`config.mk`:
```
export PLATFORM = sky130hd
export DESIGN_NAME = unidad_fetch_flat
export DESIGN_NICKNAME = d
export VERILOG_FILES = /design/src/rtl/pipeline_pkg.sv /design/src/rtl/unidad_fetch_if.sv /design/src/rtl/registro_pc.sv /design/src/rtl/unidad_fetch.sv /design/src/flat_wrapper.sv
export SDC_FILE = /design/constraint.sdc
export NUM_CORES = 1
export LEC_CHECK = 0
export ABC_AREA = 1
export BUFFER_PORTS_ARGS = -buffer_cell sky130_fd_sc_hd__buf_2
export CAP_MARGIN = 20
export CORE_MARGIN = 1.5
export CORE_UTILIZATION = 50
export CTS_CLUSTER_SIZE = 24
export DETAILED_ROUTE_END_ITERATION = 16
export GPL_TIMING_DRIVEN = 0
export PLACE_DENSITY_LB_ADDON = 0.1
export SLEW_MARGIN = 30
export SYNTH_ARGS = -nofsm -noshare
export SYNTH_HDL_FRONTEND = slang
export SYNTH_HIERARCHICAL = 1
export SYNTH_SLANG_ARGS = --single-unit
```
`constraint.sdc`:
```
create_clock -name clk -period 4 [get_ports clk]
set_clock_uncertainty 0.1 [all_clocks]
set_input_delay 0.8 -clock clk [delete_from_list [all_inputs] [get_ports clk]]
set_output_delay 0.8 -clock clk [all_outputs]
set_load 0.02 [all_outputs]
```
`src/rtl/pipeline_pkg.sv`:
```
// Shared pipeline definitions: instruction address width, halt encoding and
// the fetch RUN/HALT state type used by fetch, hazard and branch units.
package pipeline_pkg;

    localparam int          ADDR_W   = 10;
    localparam logic [31:0] HLT_WORD = 32'h0000_0000;

    typedef enum logic {
        RUN  = 1'b0,
        HALT = 1'b1
    } fetch_state_t;

endpackage

```
`src/rtl/unidad_fetch_if.sv`:
```
// Fetch-unit bus: hazard/branch controls in, instruction memory port and
// fetched instruction out. The fetch unit takes the master side.
interface unidad_fetch_if #(
    parameter int ADDR_W = pipeline_pkg::ADDR_W
);
    logic              stall;
    logic              redirect;
    logic [ADDR_W-1:0] redirect_target;
    logic [ADDR_W-1:0] direccion;
    logic [31:0]       instruccion_mem;
    logic [31:0]       instr_out;
    logic [ADDR_W-1:0] pc_next_out;
    logic              valid_out;
    logic              halted;

    modport master (
        input  stall, redirect, redirect_target, instruccion_mem,
        output direccion, instr_out, pc_next_out, valid_out, halted
    );

    modport slave (
        output stall, redirect, redirect_target, instruccion_mem,
        input  direccion, instr_out, pc_next_out, valid_out, halted
    );
endinterface

```
`src/rtl/registro_pc.sv`:
```
// Program-counter register set: next address to issue, address whose data is
// on the memory bus, and whether that data is a live fetch.
module registro_pc #(
    parameter int ADDR_W = pipeline_pkg::ADDR_W
) (
    input  logic              clk,
    input  logic              reset,
    input  logic              load,
    input  logic              advance,
    input  logic              clear_valid,
    input  logic [ADDR_W-1:0] target,
    output logic [ADDR_W-1:0] pc,
    output logic [ADDR_W-1:0] pc_fetched,
    output logic              valid_fetch
);

    // Priority load > clear_valid > advance; with none asserted everything holds.
    always_ff @(posedge clk or posedge reset) begin
        if (reset) begin
            pc          <= '0;
            pc_fetched  <= '0;
            valid_fetch <= 1'b0;
        end else if (load) begin
            pc          <= target + ADDR_W'(1);
            pc_fetched  <= target;
            valid_fetch <= 1'b1;
        end else if (clear_valid) begin
            valid_fetch <= 1'b0;
        end else if (advance) begin
            pc          <= pc + ADDR_W'(1);
            pc_fetched  <= pc;
            valid_fetch <= 1'b1;
        end
    end

endmodule

```
`src/rtl/unidad_fetch.sv`:
```
// Instruction fetch unit: drives the synchronous instruction memory address,
// presents the fetched word and stops permanently on the halt encoding.
//
//   state | meaning
//   RUN   | fetching; stall holds, redirect reloads, HLT_WORD moves to HALT
//   HALT  | frozen on the halt word; only reset leaves
module unidad_fetch #(
    parameter int          ADDR_W   = pipeline_pkg::ADDR_W,
    parameter logic [31:0] HLT_WORD = pipeline_pkg::HLT_WORD
) (
    input  logic             clk,
    input  logic             reset,
    unidad_fetch_if.master   bus
);

    pipeline_pkg::fetch_state_t state, state_next;

    logic [ADDR_W-1:0] pc;
    logic [ADDR_W-1:0] pc_fetched;
    logic              valid_fetch;
    logic              load;
    logic              advance;
    logic              clear_valid;
    logic              running;
    logic              halt_detect;

    registro_pc #(.ADDR_W(ADDR_W)) u_registro_pc (
        .clk         (clk),
        .reset       (reset),
        .load        (load),
        .advance     (advance),
        .clear_valid (clear_valid),
        .target      (bus.redirect_target),
        .pc          (pc),
        .pc_fetched  (pc_fetched),
        .valid_fetch (valid_fetch)
    );

    assign running     = (state == pipeline_pkg::RUN);
    assign halt_detect = bus.valid_out && (bus.instruccion_mem == HLT_WORD);

    // Redirect is only honoured in RUN so a halted unit keeps re-reading the halt word.
    assign bus.direccion   = (bus.redirect && running)   ? bus.redirect_target :
                             (bus.stall || !running)     ? pc_fetched : pc;
    assign bus.valid_out   = valid_fetch && !bus.redirect && running;
    assign bus.instr_out   = bus.instruccion_mem;
    assign bus.pc_next_out = pc_fetched + ADDR_W'(1);
    assign bus.halted      = !running;

    always_ff @(posedge clk or posedge reset) begin
        if (reset) state <= pipeline_pkg::RUN;
        else       state <= state_next;
    end

    always_comb begin
        state_next  = state;
        load        = 1'b0;
        advance     = 1'b0;
        clear_valid = 1'b0;
        case (state)
            pipeline_pkg::RUN: begin
                if (bus.redirect) begin
                    load = 1'b1;
                end else if (bus.stall) begin
                    // hold: memory re-reads pc_fetched
                end else if (halt_detect) begin
                    clear_valid = 1'b1;
                    state_next  = pipeline_pkg::HALT;
                end else begin
                    advance = 1'b1;
                end
            end
            default: begin
                state_next = pipeline_pkg::HALT;
            end
        endcase
    end

endmodule

```
`src/flat_wrapper.sv`:
```
// flat-port wrapper written by rule: the top's interface ports become plain ports
module unidad_fetch_flat 
#(
    parameter int          ADDR_W   = pipeline_pkg::ADDR_W,
    parameter logic [31:0] HLT_WORD = pipeline_pkg::HLT_WORD
)
  (clk, reset, bus_stall, bus_redirect, bus_redirect_target, bus_instruccion_mem, bus_direccion, bus_instr_out, bus_pc_next_out, bus_valid_out, bus_halted);
  unidad_fetch_if #(.ADDR_W(ADDR_W)) bus_i ();
  input  logic clk;
  input  logic reset;
  input wire logic [$bits(bus_i.stall)-1:0] bus_stall;
  input wire logic [$bits(bus_i.redirect)-1:0] bus_redirect;
  input wire logic [$bits(bus_i.redirect_target)-1:0] bus_redirect_target;
  input wire logic [$bits(bus_i.instruccion_mem)-1:0] bus_instruccion_mem;
  output wire logic [$bits(bus_i.direccion)-1:0] bus_direccion;
  output wire logic [$bits(bus_i.instr_out)-1:0] bus_instr_out;
  output wire logic [$bits(bus_i.pc_next_out)-1:0] bus_pc_next_out;
  output wire logic [$bits(bus_i.valid_out)-1:0] bus_valid_out;
  output wire logic [$bits(bus_i.halted)-1:0] bus_halted;
  assign bus_i.stall = bus_stall;
  assign bus_i.redirect = bus_redirect;
  assign bus_i.redirect_target = bus_redirect_target;
  assign bus_i.instruccion_mem = bus_instruccion_mem;
  assign bus_direccion = bus_i.direccion;
  assign bus_instr_out = bus_i.instr_out;
  assign bus_pc_next_out = bus_i.pc_next_out;
  assign bus_valid_out = bus_i.valid_out;
  assign bus_halted = bus_i.halted;
  unidad_fetch #(.ADDR_W(ADDR_W), .HLT_WORD(HLT_WORD)) u_core (.clk(clk), .reset(reset), .bus(bus_i));
endmodule
```
==> results of run 1 <==
==> power by group through the flow <==
stage	Sequential, mW	Clock [mW]	Combinational [mW]
finish	0.254	0.136	0.194
global route	0.257	0.147	0.214
CTS	0.254	0.141	0.196
detailed placement	0.258	0	0.196
global placement	0.258	0	0.192
floorplan	0.254	0	0.129
==> kinds of logic after synthesis <==
kind of cell	after synthesis	synth area share, %
simple gates	151	35.0
buf+inv	70	20.1
compound gates	41	11.7
flops	22	27.9
xor+xnor	8	3.55
fa+ha+maj	2	1.27
mux	1	0.570
==> layout make-up <==
type	instances	area (um2)	share of cell area, %
sequential	22	551	21.4
tap	48	60.1	2.34
buffer	38	277	10.8
inverter	32	120	4.67
timing repair buffer	99	495	19.3
multi-input combinational	203	1030	40.0
clock buffer	3	41.3	1.61
==> routing by layer <==
metal  routed length (um)  global-route usage (%)  part of all wire, %
met5                    0                       0                    0
met4                   20                    3.13                 0.39
met3                  405                    3.24                  8.0
met2                 2520                    44.1                   50
met1                 2140                    33.6                   42
==> critical path, delay by kind of cell <==
kind	cells	cell delay, ns
AOI/OAI and AO/OA	1	0.09
and+or+nand+nor	2	0.28
buffers and inverters	4	0.68
==> flip-flops by register name, summed over array words and instances, names as in the netlist <==
signal	count
u_core/u_registro_pc/pc_fetched	10
u_core/u_registro_pc/pc	10
u_core/bus.halted	1
u_core/u_registro_pc/valid_fetch	1
==> per-stage QoR <==
step	setup slack, ns	hold slack [ns]
final	1.25	0.269
after global routing	1.09	0.273
after CTS	1.21	0.266
after detailed placement	1.16	0.377
after global placement	1.26	0.372
after floorplan	1.43	0.357
==> cell usage in the layout, fill, tap and decap left out <==
cell,synthesis,final
buf_2,5,104
nand2_1,68,68
nor2_1,49,49
buf_4,32,32
inv_1,30,30
o21ai_0,29,29
dfrtp_1,22,22
nand3_1,12,12
xor2_1,8,8
nand2_2,7,7
o21ai_1,4,4
clkbuf_8,0,3
nand3_2,3,3
a31oi_1,3,3
nor2_2,2,2
ha_1,2,2
inv_2,2,2
nand2_4,2,2
or2_2,2,2
nor2_4,2,2
o21ai_2,2,2
nor3_4,1,1
nor3_1,1,1
a21oi_1,1,1
o21ai_4,1,1
buf_6,1,1
nand3_4,1,1
o211ai_1,1,1
mux2_2,1,1
or2_4,1,1
==> path summary, 6_finish.rpt <==
| path | from | end | slack (ns) |
|---|---|---|---|
| max in group asynchronous | reset | u_core/u_registro_pc/pc_fetched[4]$_DFFE_PP0P_ | 2.67 |
| worst max register to register | u_core/bus.halted$_DFF_PP0_ | u_core/u_registro_pc/pc[2]$_DFFE_PP0P_ | 1.68 |
| min in group clk | u_core/u_registro_pc/pc[9]$_DFFE_PP0P_ | u_core/u_registro_pc/pc[9]$_DFFE_PP0P_ | 0.40 |
| worst min-delay path | reset | u_core/bus.halted$_DFF_PP0_ | 0.27 |
| worst min register to register | u_core/u_registro_pc/pc[9]$_DFFE_PP0P_ | u_core/u_registro_pc/pc[9]$_DFFE_PP0P_ | 0.40 |
| worst max-delay path | bus_redirect | bus_direccion[7] | 1.25 |
==> qor.yml, run 1 <==
synth:
  synth.top_cell.area_share_pct: 27.9
  ys_types: 29
  seq_area_frac_synth_pct: 27.9
  synthFlopType: "dfrtp_1"
  ys_seq_elements: 22
  async_flop_share_pct: 100
  yosysMostFrequentCell: "nand2_1"
  ys_warn_count: 6
  yosysTopAreaCell: "dfrtp_1"
  synth_edf_count: 0
  avgSynthCellArea_um2: 6.69
  synth_common_cells: "nand2_1 (68), nor2_1 (49), buf_4 (32), inv_1 (30), o21ai_0 (29)"
  ys_top_cells_by_area: "dfrtp_1 (28%), nand2_1 (13%), buf_4 (12%)"
  syn_area_um2: 1970
  syn-num-nets: 343
  syn_inst: 295
die:
  dieArea_um2: 4330
  die_h_um: 65.8
  row_count: 22
  core-area_um2: 3720
  initial_core_util_pct: 53.1
  pin_count: 100
  die_w_um: 65.8
sta:
  finalCritPeriodShare_pct: 68.9
  post-route-min-period_ns: 2.75
  slew_viol_final: 0
  hold_viol: 0
  finalSetupViolations: 0
  rsz0062_at_grt: "no"
  relSlewSlack_pct: 43.8
  max_freq_ghz: 0.363
  worst_pin_slew_ns: 0.842
  tns_ns: 0
power:
  design_power_total_mw: 0.585
  power.share.sequential_pct: 43.5
  pwr-share-clk_pct: 23.3
  p_sw_share_pct: 33.7
  switchingPower_mw: 0.197
  p_leak_nw: 1.43
  power.density_nw_per_um2: 227
  pwr-share-comb_pct: 33.2
  irDropWorstVdd_mv: 0.194
  internal_power_mw: 0.388
global_route:
  first_global_vias: 1840
  grt_pass1_wl_mm: 8.41
  grt_max_degree: 22
  antenna_found_initial: 0
  grt_overflow_total: 0
  grtUsageTotal_pct: 25.0
drt:
  routed_via_density: 4.73
  final_antenna_net_count: 0
  dr.pass1.iters: 4
  wire_per_inst_um: 11.4
  num_vias: 2104
  routed_wl_mm: 5.08
  drt_first_iter_violations: 129
  drc_errors: 0
finish:
  stdcell_count: 445
  nets: 447
  syn_to_final_growth_pct: 30.2
  n_antenna_cell: 0
  num-fill-cells: 344
  finalCoreUtilization_pct: 69.2
  layout-drive-gt1-share_pct: 42.1
  stdcell_area_um2: 2570
clock_tree:
  numCtsBuffers: 3
  cts_tree: "done"
  ctsResizeCount: 0
  path_clk_slew_ns: 0.08
  worstSkewPairLatency_ns: 0.26
  cts_sinks: 22
  clockRootBuffer: "clkbuf_8"
  clock_path_buffers: 2
  cts_hold_buffers: 0
  cts_setup_buffers: 0
  htreeDepth: 1
critical_path:
  required_ns: 3.10
  crit_arrival_ns: 1.85
  cp_max_fo: 15
  cp_slowest_stage_delay_ns: 0.35
  worst_path_most_repeated_cell: "buf_2"
  reg2regPathDepth: 9
  worstPathCellList: "buf_2 -> inv_1 -> nor2_1 -> buf_2 -> nand2_1 -> o21ai_0 -> buf_2"
  end_kind: "output port"
  criticalPathCategory: "in -> out"
  worstSetupStartpointType: "primary input"
  crit_slowest_cell: "buf_2"
place:
  postPlaceCellArea_um2: 2530
  place_inst: 442
  gp_congestion: 0.832
  post-dp-hpwl_mm: 4.01
  port_buffers: 99
run_status:
  outcome: "completed"
run:
  drv_cap: 0
min_path:
  min_path_type: "in -> async"
(Power assumes the default switching activity.)
==> run 2: changes to the inputs <==
--- a/config.mk
+++ b/config.mk
@@ -9,7 +9,7 @@
 export BUFFER_PORTS_ARGS = -buffer_cell sky130_fd_sc_hd__buf_2
 export CAP_MARGIN = 20
 export CORE_MARGIN = 1.5
-export CORE_UTILIZATION = 50
+export CORE_UTILIZATION = 46
 export CTS_CLUSTER_SIZE = 24
 export DETAILED_ROUTE_END_ITERATION = 16
 export GPL_TIMING_DRIVEN = 0
==> constraint.sdc (replaced) <==
create_clock -name clk -period 2.8 [get_ports clk]
set_clock_uncertainty 0.1 [all_clocks]
set_input_delay 0.56 -clock clk [delete_from_list [all_inputs] [get_ports clk]]
set_output_delay 0.56 -clock clk [all_outputs]
set_load 0.02 [all_outputs]
==> run 2 against run 1 <==
Utilization is 5.4 points lower; hold slack worse by 0.24 ns; non-clock buffer count stayed put; die area is 8.3% higher; clock power is 72% higher; power is 49% higher; first-iteration DRC count is 47% lower; highest routed layer unchanged; sequential power is 43% higher; cell area is 0.63% higher; register-to-register slack worse by 1.2 ns; largest power group unchanged; setup slack worse by 0.80 ns; routed wire length is 1.5% higher.
==> qor.yml, run 2 (synthesis gave the netlist of run 1 again) <==
run_status:
  outcome: "completed"
clock_tree:
  cts_setup_buffers: 0
  path_clk_slew_ns: 0.08
  cts_sinks: 22
  clock_path_buffers: 2
  ctsResizeCount: 0
  clockRootBuffer: "clkbuf_8"
  cts_hold_buffers: 0
  cts_tree: "done"
  numCtsBuffers: 3
  htreeDepth: 1
  worstSkewPairLatency_ns: 0.26
die:
  pin_count: 100
  die_w_um: 68.5
  dieArea_um2: 4690
  row_count: 23
  die_h_um: 68.5
  initial_core_util_pct: 48.7
  core-area_um2: 4060
global_route:
  use_met2_pct: 37.4
  antenna_found_initial: 0
  busiest_layer: "met2"
  grt_overflow_total: 0
  met1_usage_pct: 28.5
  grtUsageTotal_pct: 21.8
  first_global_vias: 1716
  grt_pass1_wl_mm: 7.62
  grt_max_degree: 22
  grt_util_met3_pct: 2.27
sta:
  tns_ns: 0
  rsz0062_at_grt: "no"
  slew_viol_final: 0
  max_freq_ghz: 0.424
  worst_pin_slew_ns: 0.822
  hold_viol: 0
  post-route-min-period_ns: 2.36
  holdWs_ns: 0.0247
  setup_ws_ns: 0.442
  finalCritPeriodShare_pct: 84.2
  finalSetupViolations: 0
  relSlewSlack_pct: 45.2
finish:
  layout-drive-gt1-share_pct: 42.2
  final_common_cell: "buf_2"
  layout_common_cells: "buf_2 (104), nand2_1 (68), nor2_1 (49)"
  nets: 447
  n_antenna_cell: 0
  reg_top3: "u_core/u_registro_pc/pc: 10 flops, u_core/u_registro_pc/pc_fetched: 10 flops"
  stdcell_count: 448
  syn_to_final_growth_pct: 31.1
  num-fill-cells: 407
critical_path:
  crit_slowest_cell: "dfrtp_1"
  critPathTopFamily: "simple AND/OR/NAND/NOR gates"
  worstSetupStartpointType: "flop"
  cp_slowest_stage_delay_ns: 0.43
  worst-path-buf-inv: 1
  worst_path_most_repeated_cell: "nor2_2"
  crit_arrival_ns: 1.70
  criticalPathCategory: "reg -> out"
  worstPathCellList: "ha_1 -> nand3_2 -> nor2_2 -> nand2_2 -> nor2_2 -> xor2_1 -> buf_2"
  cp_max_fo: 5
  required_ns: 2.14
  end_kind: "output port"
place:
  port_buffers: 99
  place_inst: 444
  post-dp-hpwl_mm: 4.05
  dp_worst_setup_slack_ns: 0.233
  gp_congestion: 0.917
power:
  power.share.sequential_pct: 41.5
  pwr-share-clk_pct: 26.7
  power.density_nw_per_um2: 338
  irDropWorstVdd_mv: 0.216
  p_sw_share_pct: 33.2
  design_power_total_mw: 0.874
  internal_power_mw: 0.583
  pwr-share-comb_pct: 31.8
  p_leak_nw: 1.44
  switchingPower_mw: 0.290
drt:
  final_antenna_net_count: 0
  drt_first_iter_violations: 68
  dr.pass1.iters: 4
  routed_via_density: 4.77
  drc_errors: 0
  num_vias: 2138
  routed_wl_mm: 5.16
  wire_per_inst_um: 11.5
run:
  drv_cap: 0
min_path:
  min_path_type: "in -> async"
[run 2: layer usage]
metal  wire (um)  vias up  share of wire [%]
met2        2500       77                 48
met1        2210      960                 43
met4          65        0                1.3
met5           0        -                  0
li1            -     1095                  -
met3         379        6                7.3
[run 2: stage by stage]
step	utilization [%]	cell area, um2
floorplan	-	1970
global placement	62.4	2530
detailed placement	62.4	2530
CTS	63.8	2590
global route	63.8	2590
finish	63.8	2590
[run 2: final cells by class]
type,count,area [um2],area share [%]
sequential,22,551,21.3
inverter,32,120,4.64
tap,50,62.6,2.42
clock buffer,4,55.1,2.13
multi-input combinational,203,1030,39.7
buffer,38,277,10.7
timing repair buffer,99,495,19.1
[run 2: path summary, 6_finish.rpt]
path | from | to | slack, ns | cells past startpoint
worst min-delay path | reset | u_core/bus.halted$_DFF_PP0_ | 0.02 | 2
worst max register to register | u_core/bus.halted$_DFF_PP0_ | u_core/u_registro_pc/pc[2]$_DFFE_PP0P_ | 0.51 | 9
max in group asynchronous | reset | u_core/u_registro_pc/pc[4]$_DFFE_PP0P_ | 1.73 | 2
worst min register to register | u_core/u_registro_pc/pc[9]$_DFFE_PP0P_ | u_core/u_registro_pc/pc[9]$_DFFE_PP0P_ | 0.40 | 2
min in group clk | u_core/u_registro_pc/pc[9]$_DFFE_PP0P_ | u_core/u_registro_pc/pc[9]$_DFFE_PP0P_ | 0.40 | 2
worst max-delay path | u_core/u_registro_pc/pc_fetched[0]$_DFFE_PP0P_ | bus_pc_next_out[8] | 0.44 | 7
[run 2: power groups by stage]
stage                     Clock, mW  Sequential (mW)  Combinational, mW
after floorplan                   0            0.363              0.185
after global placement            0            0.368              0.275
after detailed placement          0            0.369              0.279
after CTS                     0.237            0.362              0.280
after global routing          0.249            0.366              0.306
final                         0.234            0.362              0.278
==> run 3: changes to the inputs <==
--- a/config.mk
+++ b/config.mk
@@ -9,7 +9,7 @@
 export BUFFER_PORTS_ARGS = -buffer_cell sky130_fd_sc_hd__buf_2
 export CAP_MARGIN = 20
 export CORE_MARGIN = 1.5
-export CORE_UTILIZATION = 46
+export CORE_UTILIZATION = 42
 export CTS_CLUSTER_SIZE = 24
 export DETAILED_ROUTE_END_ITERATION = 16
 export GPL_TIMING_DRIVEN = 0
==> constraint.sdc (replaced) <==
create_clock -name clk -period 2.1 [get_ports clk]
set_clock_uncertainty 0.1 [all_clocks]
set_input_delay 0.42 -clock clk [delete_from_list [all_inputs] [get_ports clk]]
set_output_delay 0.42 -clock clk [all_outputs]
set_load 0.02 [all_outputs]
==> run 3 against run 2 <==
Cell area rose by 5.2%; critical path depth down 1; setup slack worse by 0.37 ns; sequential cell count unchanged; global-route usage down 0.26 points; via count shrank 0.70%; highest routed layer unchanged.
==> qor.yml, run 3 (synthesis gave the netlist of run 1 again) <==
run_status:
  outcome: "completed"
finish:
  final_common_cell: "buf_2"
  reg_top3: "u_core/u_registro_pc/pc: 10 flops, u_core/u_registro_pc/pc_fetched: 10 flops"
  num-fill-cells: 437
  stdcell_area_um2: 2720
  layout-drive-gt1-share_pct: 45.3
  n_antenna_cell: 0
  layout_common_cells: "buf_2 (99), nand2_1 (67), nor2_1 (46)"
  syn_to_final_growth_pct: 37.8
  nets: 454
power:
  power.density_nw_per_um2: 417
  p_sw_share_pct: 34.3
  switchingPower_mw: 0.389
  internal_power_mw: 0.747
  irDropWorstVdd_mv: 0.260
  p_leak_nw: 1.47
  pwr-share-comb_pct: 34.0
  pwr-share-clk_pct: 23.3
  power.share.sequential_pct: 42.7
drt:
  routed_wl_mm: 5.47
  top_layer: "met4"
  final_antenna_net_count: 0
  routed_via_density: 4.66
  num_vias: 2123
  met1Wirelength_mm: 2.48
  drc_errors: 0
  drt_first_iter_violations: 111
  met2WireLength_mm: 2.61
  met3_length_um: 326
  dr.pass1.iters: 6
  wire_per_inst_um: 12.0
clock_tree:
  path_clk_slew_ns: 0.08
  numCtsBuffers: 3
  clock_path_buffers: 2
  cts_sinks: 22
  worstSkewPairLatency_ns: 0.26
  cts_tree: "done"
  clockRootBuffer: "clkbuf_8"
  htreeDepth: 1
min_path:
  min_path_cells: 3
  hold_path_end: "u_core/u_registro_pc/pc_fetched[4]$_DFFE_PP0P_"
  min_from: "bus_redirect_target[4]"
  min_path_type: "in -> reg"
critical_path:
  criticalPathCategory: "reg -> out"
  crit_arrival_ns: 1.51
  reg2regPathDepth: 11
  r2r-end: "u_core/u_registro_pc/pc[4]$_DFFE_PP0P_"
  critPathTopFamily: "simple AND/OR/NAND/NOR gates"
  worstSetupStartpointType: "flop"
  ff2ff_setup_slack_ns: 0.14
  end_kind: "output port"
  cp_slowest_stage_delay_ns: 0.39
  required_ns: 1.58
  r2r-start: "u_core/bus.halted$_DFF_PP0_"
  worst-path-buf-inv: 2
  worstPathCellList: "buf_4 -> nand3_4 -> nor3_4 -> nand2_1 -> xor2_1 -> buf_2"
  crit_slowest_cell: "dfrtp_1"
  cp_max_fo: 4
  startpoint: "u_core/u_registro_pc/pc_fetched[0]$_DFFE_PP0P_"
sta:
  finalCritPeriodShare_pct: 96.7
  setup_ws_ns: 0.0683
  hold_viol: 0
  finalSetupViolations: 0
  holdWs_ns: 0.351
  rsz0062_at_grt: "yes"
  max_freq_ghz: 0.492
  post-route-min-period_ns: 2.03
  relSlewSlack_pct: 45.1
  slew_viol_final: 0
  tns_ns: 0
  worst_pin_slew_ns: 0.818
global_route:
  grt_max_degree: 22
  antenna_found_initial: 0
  first_global_vias: 1882
  grt_overflow_total: 0
  grt_pass1_wl_mm: 8.67
  grtUsageTotal_pct: 21.5
die:
  row_count: 24
  die_w_um: 71.6
  initial_core_util_pct: 44.4
  core-area_um2: 4440
  die_h_um: 71.6
  pin_count: 100
  dieArea_um2: 5120
place:
  gp_congestion: 0.852
  postPlaceCellArea_um2: 2530
  port_buffers: 99
  post-dp-hpwl_mm: 4.07
  dp_worst_setup_slack_ns: -0.343
run:
  drv_cap: 0
-- run 3: stage by stage --
| stage | utilization, % | std cells | total power [mW] |
|---|---|---|---|
| after floorplan | - | 295 | 0.729 |
| after global placement | 57.0 | 446 | 0.859 |
| after detailed placement | 57.0 | 446 | 0.865 |
| after CTS | 59.2 | 454 | 1.14 |
| after global routing | 61.2 | 456 | 1.20 |
| final | 61.2 | 456 | 1.14 |
-- run 3: what timing repair did --
action	CTS	global route
hold buffers	1	0
pin swaps	1	4
hold endpoints to repair	1	0
resized for setup	6	22
setup endpoints to repair	17	22
buffers inserted	4	2
-- run 3: how the worst max path moves through the flow --
stage                                                        end  slack [ns]  cells after the start
after floorplan           u_core/u_registro_pc/pc[2]$_DFFE_PP0P_        0.09                      9
after global placement    u_core/u_registro_pc/pc[2]$_DFFE_PP0P_       -0.32                     11
after detailed placement  u_core/u_registro_pc/pc[2]$_DFFE_PP0P_       -0.34                     11
after CTS                                     bus_pc_next_out[8]       0.002                      7
after global routing                          bus_pc_next_out[7]       -0.03                      6
final                                         bus_pc_next_out[9]        0.07                      6
-- run 3: worst register-to-register path, stage by stage (launching register included) --
cell and delay [ns]:
dfrtp_2 0.46, nor2_4 0.14, buf_8 0.16, buf_8 0.16, nand2_2 0.07, nand2_2 0.10
ha_1 0.18, nand2_2 0.10, nor2_4 0.15, nor2_1 0.06, o21ai_1 0.06, o21ai_0 0.10
-- run 3: final cells by class --
type                    count  area, um2  area share (%)
inverters                  32        120            4.41
flip-flops and latches     22        553            20.3
multi-input cells         203       1080            39.7
well taps                  52       65.1            2.39
plain buffers              38        303            11.1
clock buffers               3       41.3            1.52
repair buffers            106        559            20.6
-- run 3: power groups by stage --
stage	Combinational, mW	Clock, mW	Sequential, mW
after floorplan	0.246	0	0.483
after global routing	0.423	0.287	0.490
final	0.387	0.264	0.485
after CTS	0.382	0.275	0.482
after detailed placement	0.373	0	0.492
after global placement	0.368	0	0.491
-- run 3: layer usage --
layer / track usage, % / vias to the layer above
li1: - / 1106
met1: 28.3 / 936
met2: 37.8 / 75
met3: 2.25 / 6
met4: 5.87 / 0
met5: 0 / -
